`src/rtl/ram_arbiter_if.sv`:
```
// ram_arbiter_if
//   Request/response bundle between the three RAM requesters (instruction
//   fetch, CPU load/store, program loader) and ram_arbiter.
//
//   Ports of the bundle (master = requester side, slave = arbiter side):
//     f_valid/f_addr          fetch request
//     f_ready                 fetch accepted this cycle
//     f_rsp_valid/f_rsp_data  fetch read data, one cycle after f_ready
//     c_* / l_*               CPU / loader request (valid, we, addr, wdata),
//                             grant (ready) and read response (rsp_valid, rsp_data)
//     l_lock                  loader bus lock, present only when
//                             RAM_ARB_LOCK_EN is defined
interface ram_arbiter_if #(
   parameter int ADDR_W = 8,
   parameter int DATA_W = 8
);
   logic              f_valid;
   logic [ADDR_W-1:0] f_addr;
   logic              f_ready;
   logic              f_rsp_valid;
   logic [DATA_W-1:0] f_rsp_data;

   logic              c_valid;
   logic              c_we;
   logic [ADDR_W-1:0] c_addr;
   logic [DATA_W-1:0] c_wdata;
   logic              c_ready;
   logic              c_rsp_valid;
   logic [DATA_W-1:0] c_rsp_data;

   logic              l_valid;
   logic              l_we;
   logic [ADDR_W-1:0] l_addr;
   logic [DATA_W-1:0] l_wdata;
   logic              l_ready;
   logic              l_rsp_valid;
   logic [DATA_W-1:0] l_rsp_data;

`ifdef RAM_ARB_LOCK_EN
   logic              l_lock;
`endif

   modport master (
`ifdef RAM_ARB_LOCK_EN
      output l_lock,
`endif
      output f_valid, f_addr,
      input  f_ready, f_rsp_valid, f_rsp_data,
      output c_valid, c_we, c_addr, c_wdata,
      input  c_ready, c_rsp_valid, c_rsp_data,
      output l_valid, l_we, l_addr, l_wdata,
      input  l_ready, l_rsp_valid, l_rsp_data
   );

   modport slave (
`ifdef RAM_ARB_LOCK_EN
      input  l_lock,
`endif
      input  f_valid, f_addr,
      output f_ready, f_rsp_valid, f_rsp_data,
      input  c_valid, c_we, c_addr, c_wdata,
      output c_ready, c_rsp_valid, c_rsp_data,
      input  l_valid, l_we, l_addr, l_wdata,
      output l_ready, l_rsp_valid, l_rsp_data
   );
endinterface

```
`src/rtl/ram_arbiter.sv`:
```
// ram_arbiter
//   Shares a dual-port byte RAM (port 1 read-only, port 2 read/write)
//   between instruction fetch, CPU load/store and the program loader.
//   Fetch owns port 1; CPU and loader share port 2 under round-robin.
//   Read data comes back from the RAM's registered outputs one cycle after
//   the ready cycle. Writes complete in their ready cycle, no response.
//
//   Optional feature macro: RAM_ARB_LOCK_EN
//     defined   -> loader bus lock (l_lock) with an UNLOCKED/LOCKED FSM
//     undefined -> plain round-robin every cycle, no l_lock
//
//   Ports:
//     clk          single clock
//     rst          synchronous active-high reset
//     bus          ram_arbiter_if.slave, requester handshakes and responses
//     ram_addr_1   RAM port 1 address (follows f_addr)
//     ram_addr_2   RAM port 2 address (granted requester, else held)
//     ram_wdata    RAM port 2 write data
//     ram_we       RAM port 2 write enable
//     ram_rdata_1  RAM port 1 registered read data
//     ram_rdata_2  RAM port 2 registered read data
module ram_arbiter #(
   parameter int ADDR_W = 8,
   parameter int DATA_W = 8
) (
   input  logic              clk,
   input  logic              rst,
   ram_arbiter_if.slave      bus,
   output logic [ADDR_W-1:0] ram_addr_1,
   output logic [ADDR_W-1:0] ram_addr_2,
   output logic [DATA_W-1:0] ram_wdata,
   output logic              ram_we,
   input  logic [DATA_W-1:0] ram_rdata_1,
   input  logic [DATA_W-1:0] ram_rdata_2
);

   logic              last_l;
   logic              p1_pend;
   logic              p2_pend_c;
   logic              p2_pend_l;
   logic [ADDR_W-1:0] addr_2_hold;

   logic              c_req;
   logic              l_req;
   logic              grant_c;
   logic              grant_l;
   logic              granted;
   logic [ADDR_W-1:0] sel_addr;
   logic [DATA_W-1:0] sel_wdata;
   logic              sel_we;
   logic              stall;
   logic              f_accept;
   logic              locked;

`ifdef RAM_ARB_LOCK_EN
   typedef enum logic {UNLOCKED, LOCKED} arb_state_t;
   arb_state_t state;

   // The lock releases combinationally: the first cycle with l_lock low
   // already lets the CPU compete again.
   assign locked = (state == LOCKED) && bus.l_lock;

   // Lock FSM: entered when the loader wins port 2 while asserting l_lock,
   // left as soon as l_lock drops.
   always_ff @(posedge clk) begin
      if (rst) begin
         state <= UNLOCKED;
      end else begin
         case (state)
            UNLOCKED: if (grant_l && bus.l_lock) state <= LOCKED;
            LOCKED:   if (!bus.l_lock)           state <= UNLOCKED;
            default:  state <= UNLOCKED;
         endcase
      end
   end
`else
   assign locked = 1'b0;
`endif

   // Port 2 arbitration. On a tie the requester not granted last wins.
   // A port-2 write to the address fetch is reading would return stale
   // port-1 data, so fetch is held off for that cycle. Everything is
   // gated by rst so outputs show reset values during the reset cycle.
   always_comb begin
      c_req     = bus.c_valid && !locked && !rst;
      l_req     = bus.l_valid && !rst;
      grant_c   = c_req && (!l_req || last_l);
      grant_l   = l_req && !grant_c;
      granted   = grant_c || grant_l;
      sel_addr  = grant_l ? bus.l_addr  : bus.c_addr;
      sel_wdata = grant_l ? bus.l_wdata : bus.c_wdata;
      sel_we    = (grant_c && bus.c_we) || (grant_l && bus.l_we);
      stall     = sel_we && (bus.f_addr == sel_addr);
      f_accept  = bus.f_valid && !stall && !rst;
   end

   assign ram_addr_1 = rst ? '0 : bus.f_addr;
   assign ram_addr_2 = rst ? '0 : (granted ? sel_addr : addr_2_hold);
   assign ram_wdata  = granted ? sel_wdata : '0;
   assign ram_we     = sel_we;

   assign bus.f_ready = f_accept;
   assign bus.c_ready = grant_c;
   assign bus.l_ready = grant_l;

   // Response data is forced to zero whenever its valid is low.
   assign bus.f_rsp_valid = p1_pend && !rst;
   assign bus.f_rsp_data  = (p1_pend && !rst) ? ram_rdata_1 : '0;
   assign bus.c_rsp_valid = p2_pend_c && !rst;
   assign bus.c_rsp_data  = (p2_pend_c && !rst) ? ram_rdata_2 : '0;
   assign bus.l_rsp_valid = p2_pend_l && !rst;
   assign bus.l_rsp_data  = (p2_pend_l && !rst) ? ram_rdata_2 : '0;

   // Round-robin history, held port-2 address and read-response tags.
   always_ff @(posedge clk) begin
      if (rst) begin
         last_l      <= 1'b1;
         addr_2_hold <= '0;
         p1_pend     <= 1'b0;
         p2_pend_c   <= 1'b0;
         p2_pend_l   <= 1'b0;
      end else begin
         if (grant_c) begin
            last_l <= 1'b0;
         end else if (grant_l) begin
            last_l <= 1'b1;
         end
         if (granted) begin
            addr_2_hold <= sel_addr;
         end
         p1_pend   <= f_accept;
         p2_pend_c <= grant_c && !bus.c_we;
         p2_pend_l <= grant_l && !bus.l_we;
      end
   end

endmodule

```
`src/flat_wrapper.sv`:
```
// flat-port wrapper written by rule: the top's interface ports become plain ports
module ram_arbiter_flat 
#(
   parameter int ADDR_W = 8,
   parameter int DATA_W = 8
)
  (clk, rst, ram_addr_1, ram_addr_2, ram_wdata, ram_we, ram_rdata_1, ram_rdata_2, bus_f_valid, bus_f_addr, bus_f_ready, bus_f_rsp_valid, bus_f_rsp_data, bus_c_valid, bus_c_we, bus_c_addr, bus_c_wdata, bus_c_ready, bus_c_rsp_valid, bus_c_rsp_data, bus_l_valid, bus_l_we, bus_l_addr, bus_l_wdata, bus_l_ready, bus_l_rsp_valid, bus_l_rsp_data);
  ram_arbiter_if #(.ADDR_W(ADDR_W), .DATA_W(DATA_W)) bus_i ();
  input  logic clk;
  input  logic rst;
  output logic [ADDR_W-1:0] ram_addr_1;
  output logic [ADDR_W-1:0] ram_addr_2;
  output logic [DATA_W-1:0] ram_wdata;
  output logic ram_we;
  input  logic [DATA_W-1:0] ram_rdata_1;
  input  logic [DATA_W-1:0] ram_rdata_2;
  input wire logic [$bits(bus_i.f_valid)-1:0] bus_f_valid;
  input wire logic [$bits(bus_i.f_addr)-1:0] bus_f_addr;
  output wire logic [$bits(bus_i.f_ready)-1:0] bus_f_ready;
  output wire logic [$bits(bus_i.f_rsp_valid)-1:0] bus_f_rsp_valid;
  output wire logic [$bits(bus_i.f_rsp_data)-1:0] bus_f_rsp_data;
  input wire logic [$bits(bus_i.c_valid)-1:0] bus_c_valid;
  input wire logic [$bits(bus_i.c_we)-1:0] bus_c_we;
  input wire logic [$bits(bus_i.c_addr)-1:0] bus_c_addr;
  input wire logic [$bits(bus_i.c_wdata)-1:0] bus_c_wdata;
  output wire logic [$bits(bus_i.c_ready)-1:0] bus_c_ready;
  output wire logic [$bits(bus_i.c_rsp_valid)-1:0] bus_c_rsp_valid;
  output wire logic [$bits(bus_i.c_rsp_data)-1:0] bus_c_rsp_data;
  input wire logic [$bits(bus_i.l_valid)-1:0] bus_l_valid;
  input wire logic [$bits(bus_i.l_we)-1:0] bus_l_we;
  input wire logic [$bits(bus_i.l_addr)-1:0] bus_l_addr;
  input wire logic [$bits(bus_i.l_wdata)-1:0] bus_l_wdata;
  output wire logic [$bits(bus_i.l_ready)-1:0] bus_l_ready;
  output wire logic [$bits(bus_i.l_rsp_valid)-1:0] bus_l_rsp_valid;
  output wire logic [$bits(bus_i.l_rsp_data)-1:0] bus_l_rsp_data;
  assign bus_i.f_valid = bus_f_valid;
  assign bus_i.f_addr = bus_f_addr;
  assign bus_f_ready = bus_i.f_ready;
  assign bus_f_rsp_valid = bus_i.f_rsp_valid;
  assign bus_f_rsp_data = bus_i.f_rsp_data;
  assign bus_i.c_valid = bus_c_valid;
  assign bus_i.c_we = bus_c_we;
  assign bus_i.c_addr = bus_c_addr;
  assign bus_i.c_wdata = bus_c_wdata;
  assign bus_c_ready = bus_i.c_ready;
  assign bus_c_rsp_valid = bus_i.c_rsp_valid;
  assign bus_c_rsp_data = bus_i.c_rsp_data;
  assign bus_i.l_valid = bus_l_valid;
  assign bus_i.l_we = bus_l_we;
  assign bus_i.l_addr = bus_l_addr;
  assign bus_i.l_wdata = bus_l_wdata;
  assign bus_l_ready = bus_i.l_ready;
  assign bus_l_rsp_valid = bus_i.l_rsp_valid;
  assign bus_l_rsp_data = bus_i.l_rsp_data;
  ram_arbiter #(.ADDR_W(ADDR_W), .DATA_W(DATA_W)) u_core (.clk(clk), .rst(rst), .bus(bus_i), .ram_addr_1(ram_addr_1), .ram_addr_2(ram_addr_2), .ram_wdata(ram_wdata), .ram_we(ram_we), .ram_rdata_1(ram_rdata_1), .ram_rdata_2(ram_rdata_2));
endmodule
```
`config.mk`:
```
export PLATFORM = sky130hd
export DESIGN_NAME = ram_arbiter_flat
export DESIGN_NICKNAME = d
export VERILOG_FILES = /design/src/rtl/ram_arbiter_if.sv /design/src/rtl/ram_arbiter.sv /design/src/flat_wrapper.sv
export SDC_FILE = /design/constraint.sdc
export NUM_CORES = 1
export LEC_CHECK = 0
export ABC_AREA = 1
export CAP_MARGIN = 20
export CORE_ASPECT_RATIO = 0.7
export CORE_UTILIZATION = 32
export CTS_BUF_LIST = sky130_fd_sc_hd__clkbuf_4 sky130_fd_sc_hd__clkbuf_8 sky130_fd_sc_hd__clkbuf_16
export DETAILED_ROUTE_END_ITERATION = 10
export GPL_TIMING_DRIVEN = 0
export HOLD_SLACK_MARGIN = 0.06
export PLACE_DENSITY_LB_ADDON = 0.05
export SETUP_SLACK_MARGIN = 0.5
export SYNTH_ARGS = -nofsm -noshare
export SYNTH_HDL_FRONTEND = slang
export SYNTH_SLANG_ARGS = --single-unit
```
`constraint.sdc`:
```
create_clock -name clk -period 2.1 [get_ports clk]
set_clock_uncertainty 0.05 [all_clocks]
set_input_delay 0.21 -clock clk [delete_from_list [all_inputs] [get_ports clk]]
set_output_delay 0.21 -clock clk [all_outputs]
set_load 0.03 [all_outputs]
```
Yosys cells after proc, flatten, opt, wreduce, memory -nomap -nowiden:

Cells that the tools add are included.

* add/sub/neg operators: 0
* muxes and demuxes: 11
* eq/ne operators: 1
* magnitude comparators: 0
* reductions and logical operators: 24
* shift operators: 0
* divide/modulo/power cells: 0
* multiply operators: 0
* bitwise operators: 0

Operators with widths (count)
* 8-bit 2-to-1 mux: 9
* 1-bit logical AND: 14
* 8-bit == test: 1
* 1-bit logical NOT: 6
* 1-bit logical OR: 3
* 1-bit 2-to-1 mux: 2
* 2-bit nonzero test: 1

* bits in read-only memories: 0
* bits in writable memories: 0
* memories kept: 0
* bits in latches: 0
* logic and storage cells: 41
* bits in registers: 12

Longest topological paths before layout:

* depth after elaboration: 13
* mapped depth: 14
* mapped depth without buffers: 12

Worst setup path after synthesis:

OpenSTA, ideal clock, no wires.

* path type: input -> output
* from: in rst
* to: out bus_f_ready
* data arrival time: 1.620 ns
* setup slack: 0.220 ns
* stages: 13
* data required time: 1.840 ns
* cell sequence: buf_6 -> clkinv_8 -> nand2_4 -> inv_1 -> nand2_1 -> buf_4 -> nand2_1 -> o21ai_1 -> inv_1 -> nand2_1 -> nand3b_1 -> nor2_2 -> nor2_1

* longest elaborated chain between the ends: 13
* elaborated cells between the ends (all ways): 17
* classes of those cells: eq/ne: 1; mux: 1; reduce/logical: 15

RTL lines
* start: declaration: line flat_wrapper.sv:10 `input logic rst;`
* 1-bit logical NOT (*): line ram_arbiter.sv:85, ram_arbiter.sv:86
* 1-bit logical AND: line ram_arbiter.sv:86 `l_req = bus.l_valid && !rst;`
* 1-bit logical NOT: line ram_arbiter.sv:87 `grant_c = c_req && (!l_req || last_l);`
* 1-bit logical OR: line ram_arbiter.sv:87
* 1-bit logical AND: line ram_arbiter.sv:87
* 1-bit logical NOT: line ram_arbiter.sv:88 `grant_l = l_req && !grant_c;`
* 1-bit logical AND: line ram_arbiter.sv:88
* 1-bit logical AND: line ram_arbiter.sv:92 `sel_we = (grant_c && bus.c_we) || (grant_l && bus.l_we);`
* 1-bit logical OR (*): line ram_arbiter.sv:92
* named net ram_we: line flat_wrapper.sv:14 `output logic ram_we;`
* 1-bit logical AND (*): line ram_arbiter.sv:93 `stall = sel_we && (bus.f_addr == sel_addr);`
* 1-bit logical NOT (*): line ram_arbiter.sv:94 `f_accept = bus.f_valid && !stall && !rst;`
* 1-bit logical AND (*) (2 in a row): line ram_arbiter.sv:94
* end: declaration: line flat_wrapper.sv:19 `output wire logic [$bits(bus_i.f_ready)-1:0] bus_f_ready;`

The timed path passes the listed nets; every way through them passes the cells marked *.

Final worst setup path:

* from: reg u_core.last_l
* to: out bus_f_ready

* longest elaborated chain between the ends: 10
* elaborated cells between the ends (all ways): 13
* classes of those cells: eq/ne: 1; mux: 1; reduce/logical: 11

RTL lines
* start: declaration: line ram_arbiter.sv:37 `logic last_l;`
* start signal: assignment: line ram_arbiter.sv:117 `last_l <= 1'b1;`
* start signal: assignment: line ram_arbiter.sv:124 `last_l <= 1'b0;`
* start signal: assignment: line ram_arbiter.sv:126 `last_l <= 1'b1;`
* 1-bit logical OR (*): line ram_arbiter.sv:87
* 1-bit logical AND (*): line ram_arbiter.sv:87
* 1-bit logical NOT: line ram_arbiter.sv:88
* 1-bit logical AND: line ram_arbiter.sv:88
* 8-bit 2-to-1 mux / 1-bit logical AND (equally long branches): line ram_arbiter.sv:90, ram_arbiter.sv:92
* 8-bit == test / 1-bit logical OR (equally long branches): line ram_arbiter.sv:93, ram_arbiter.sv:92
* 1-bit logical AND (*): line ram_arbiter.sv:93
* 1-bit logical NOT (*): line ram_arbiter.sv:94
* 1-bit logical AND (*) (2 in a row): line ram_arbiter.sv:94

Every way passes the cells marked *; elsewhere a longest branch is shown, timed or not.

==> flow_metrics.tcl <==
set metrics [dict create \
    synth_nets 290 \
    ys_ff_latch 12 \
    final-hold-violation-count 0 \
    clock_latency_ps 240 \
    fill_cells 288 \
    numPortBuffers 116 \
    startpoint_type "flop" \
    p_int_uw 688 \
    endpoint_kind "output pin" \
    gp_congestion 0.823 \
    setup_tns_ps 0 \
    yosysSeqAreaShare_pct 20.2 \
    post-dp-hpwl_mm 3.54 \
    diodes 0 \
    synthArstFlopShare_pct 0 \
    rsz0062_at_grt "yes" \
    grt_use_met3_pct 6.48 \
    die_h_um 53.0 \
    hp-class "input port to flop" \
    p_sw_uw 412 \
    grt_overflow_total 0 \
    switching_share_pct 37.5 \
    critPathKind "flop to output pin" \
    holdBufCountCts 0 \
    yosys_warnings 0 \
    drtPass1Iterations 4 \
    p_clk_share_pct 23.5 \
    clkTransAtPathRegs_ps 60 \
    sequentialPowerShare_pct 22.9 \
    viasPerCell 4.46 \
    syn_area_mm2 0.00119 \
    grt_pass1_wl_mm 7.25 \
    slew_headroom_pct 69.4 \
    area_growth_pct 134 \
    synth.avg_cell_area_um2 5.23 \
    crit_chain "inv_4 > nand3_2 > nand2_2 > buf_6 > buf_4 > o21ai_2 > inv_2 > nand2_1 > nand3b_1 > nor2_4 > nor2_4 > buf_6" \
    cts_num_sinks 12 \
    critPathSlowestCell "dfxtp_2" \
    required_ps 1840 \
    leakage_nw 1.52 \
    cp_max_fo 5 \
    synth_edf_count 0 \
    outcome "finished, final reports clean" \
    ir_drop_mv 0.486 \
    htree_levels 1 \
    fmax_ghz 0.493 \
    dp_slack_ps -678 \
    synth.most_common_cell "nor2_1" \
    num_vias 1850 \
    root_buffer "clkbuf_8" \
    drc 0 \
    netlist_instances 227 \
    antenna_found_initial 0 \
    grt_pass1_vias 1637 \
    drv_slew 0 \
    cts_tree "built" \
    fin_ws_ps 71.4 \
    netlist.area_leader.share_pct 21.5 \
    synthTopCellsByArea "nor2_1 (21%), dfxtp_1 (20%), inv_1 (17%)" \
    ant_nets 0 \
    io-pin-count 118 \
    max_slew.worst_pin.slew_ps 460 \
    grt_max_degree 11 \
    start_util_pct 33.6 \
    slowest_delay_ps 320 \
    cts.path.max_buffers 2 \
    core_area_mm2 0.00354 \
    fin_nets 429 \
    rows 18 \
    synth.top_cells.by_count "nor2_1 (68), inv_1 (55), nand2_1 (34), nand3_1 (16), o21ai_0 (14)" \
    fin_util_pct 78.7 \
    wl_per_cell_um 12.4 \
    die-area_mm2 0.00396 \
    busiest_layer "met2" \
    drt-initial-drc-count 70 \
    use_met2_pct 42.5 \
    groute.usage.overall_pct 24.2 \
    crit_buf_inv 5 \
    setup_violations 0 \
    ys_types 20 \
    drv_cap 0 \
    power.density_mw_per_mm2 395 \
    die_w_um 74.8 \
    routed_wirelength_mm 5.14 \
    finalCriticalPeriod_ps 2030 \
    path_delay_family "simple AND/OR/NAND/NOR gates" \
    p_comb_share_pct 53.6 \
    drive_gt1_share_pct 33.4 \
    r2r_slack_ps 190 \
    synth_flop_cell "dfxtp_1" \
    cts_buffers 3 \
    period_share_pct 96.6 \
    crit_arrival_ps 1770 \
    met1_usage_pct 29.2 \
    yosysTopAreaCell "nor2_1" \
]
==> cell type report <==
class	count	area [µm²]	area share, %
plain buffers	7	78.8	2.83
inverters	58	244	8.76
clock buffers	4	55.1	1.98
well taps	50	62.6	2.25
flip-flops and latches	12	241	8.67
repair buffers	134	1250	44.9
multi-input cells	150	851	30.6
==> per-stage QoR <==
step | hold WS, ps | power (mW) | area [µm²] | instances
after floorplan | 232 | 0.519 | 1200 | 227
after global placement | 431 | 0.759 | 2430 | 393
after detailed placement | 433 | 0.765 | 2430 | 393
after CTS | 246 | 1.06 | 2680 | 411
after global routing | 262 | 1.16 | 2780 | 415
final | 249 | 1.10 | 2780 | 415
==> kinds of logic (layout without fill, tap and decap cells) <==
kind of cell	count (synthesis)	after routing	share of synthesized area, %
DFF	12	12	20.2
buffers and inverters	65	203	23.5
AOI/OAI and AO/OA	24	24	12.4
and+or+nand+nor	126	126	43.8
==> registers in the layout, summed over array words and instances, names as in the netlist <==
| register | flops |
|---|---|
| u_core.addr_2_hold | 8 |
| u_core.last_l | 1 |
| u_core.p1_pend | 1 |
| u_core.p2_pend_c | 1 |
| u_core.p2_pend_l | 1 |
==> path summary, 6_finish.rpt <==
check,from,endpoint,depth (start not counted)
worst max-delay path,u_core.last_l,bus_f_ready,12
worst min-delay path,rst,u_core.addr_2_hold[4],4
worst max register to register,u_core.last_l,u_core.p1_pend,15
worst min register to register,u_core.addr_2_hold[1],u_core.addr_2_hold[1],2
==> worst reg2reg max path: stages (launching register included) <==
cell and delay (ps):
dfxtp_2 320, inv_4 60, nand3_2 70, nand2_2 110
buf_6 140, buf_4 110, o21ai_2 50, inv_2 50
nand2_1 50, nand3b_1 210, nor2_4 160, buf_4 130
buf_6 80, buf_6 80, buf_4 80, nor2_1 30
==> per-layer routing <==
layer	vias up	wire [µm]	share of wire (%)
met5	-	0	0
met4	0	30	0.58
li1	944	-	-
met3	2	416	8.1
met1	826	2230	43
met2	78	2470	48
==> timing repair <==
action	4_1_cts	5_1_grt
pin swaps	13	13
buffers inserted	11	4
hold endpoints to repair	0	0
gates cloned	3	0
resized for setup	196	74
setup endpoints to repair	64	45
==> layout by cell type (no fill, tap or decap), types with 2 or more instances in the layout <==
| cell | Yosys | routed |
|---|---|---|
| o21ai_1 | 3 | 2 |
| clkbuf_2 | 0 | 15 |
| dfxtp_1 | 12 | 11 |
| buf_6 | 2 | 22 |
| clkdlybuf4s15_1 | 0 | 10 |
| clkbuf_8 | 0 | 5 |
| buf_2 | 0 | 2 |
| inv_1 | 55 | 44 |
| nand2_1 | 34 | 29 |
| nor2_1 | 68 | 54 |
| nand3_1 | 16 | 8 |
| o211ai_1 | 5 | 5 |
| o21ai_0 | 14 | 5 |
| nand2_4 | 1 | 3 |
| nand3_2 | 0 | 7 |
| clkdlybuf4s50_1 | 0 | 59 |
| o21ai_2 | 1 | 11 |
| nor2_2 | 1 | 7 |
| nor2_4 | 0 | 8 |
| inv_2 | 2 | 10 |
| dlygate4sd2_1 | 0 | 13 |
| nand3b_1 | 2 | 2 |
| clkdlybuf4s15_2 | 0 | 2 |
| nand2_2 | 4 | 7 |
| buf_4 | 2 | 14 |
==> power by group through the flow <==
stage / Clock, mW / Sequential, mW / Combinational [mW]
after floorplan: 0 / 0.254 / 0.265
after global placement: 0 / 0.254 / 0.504
after detailed placement: 0 / 0.255 / 0.510
after CTS: 0.261 / 0.251 / 0.547
after global routing: 0.281 / 0.253 / 0.631
final: 0.258 / 0.252 / 0.590
Note: power is estimated with default switching activity, not from simulation.
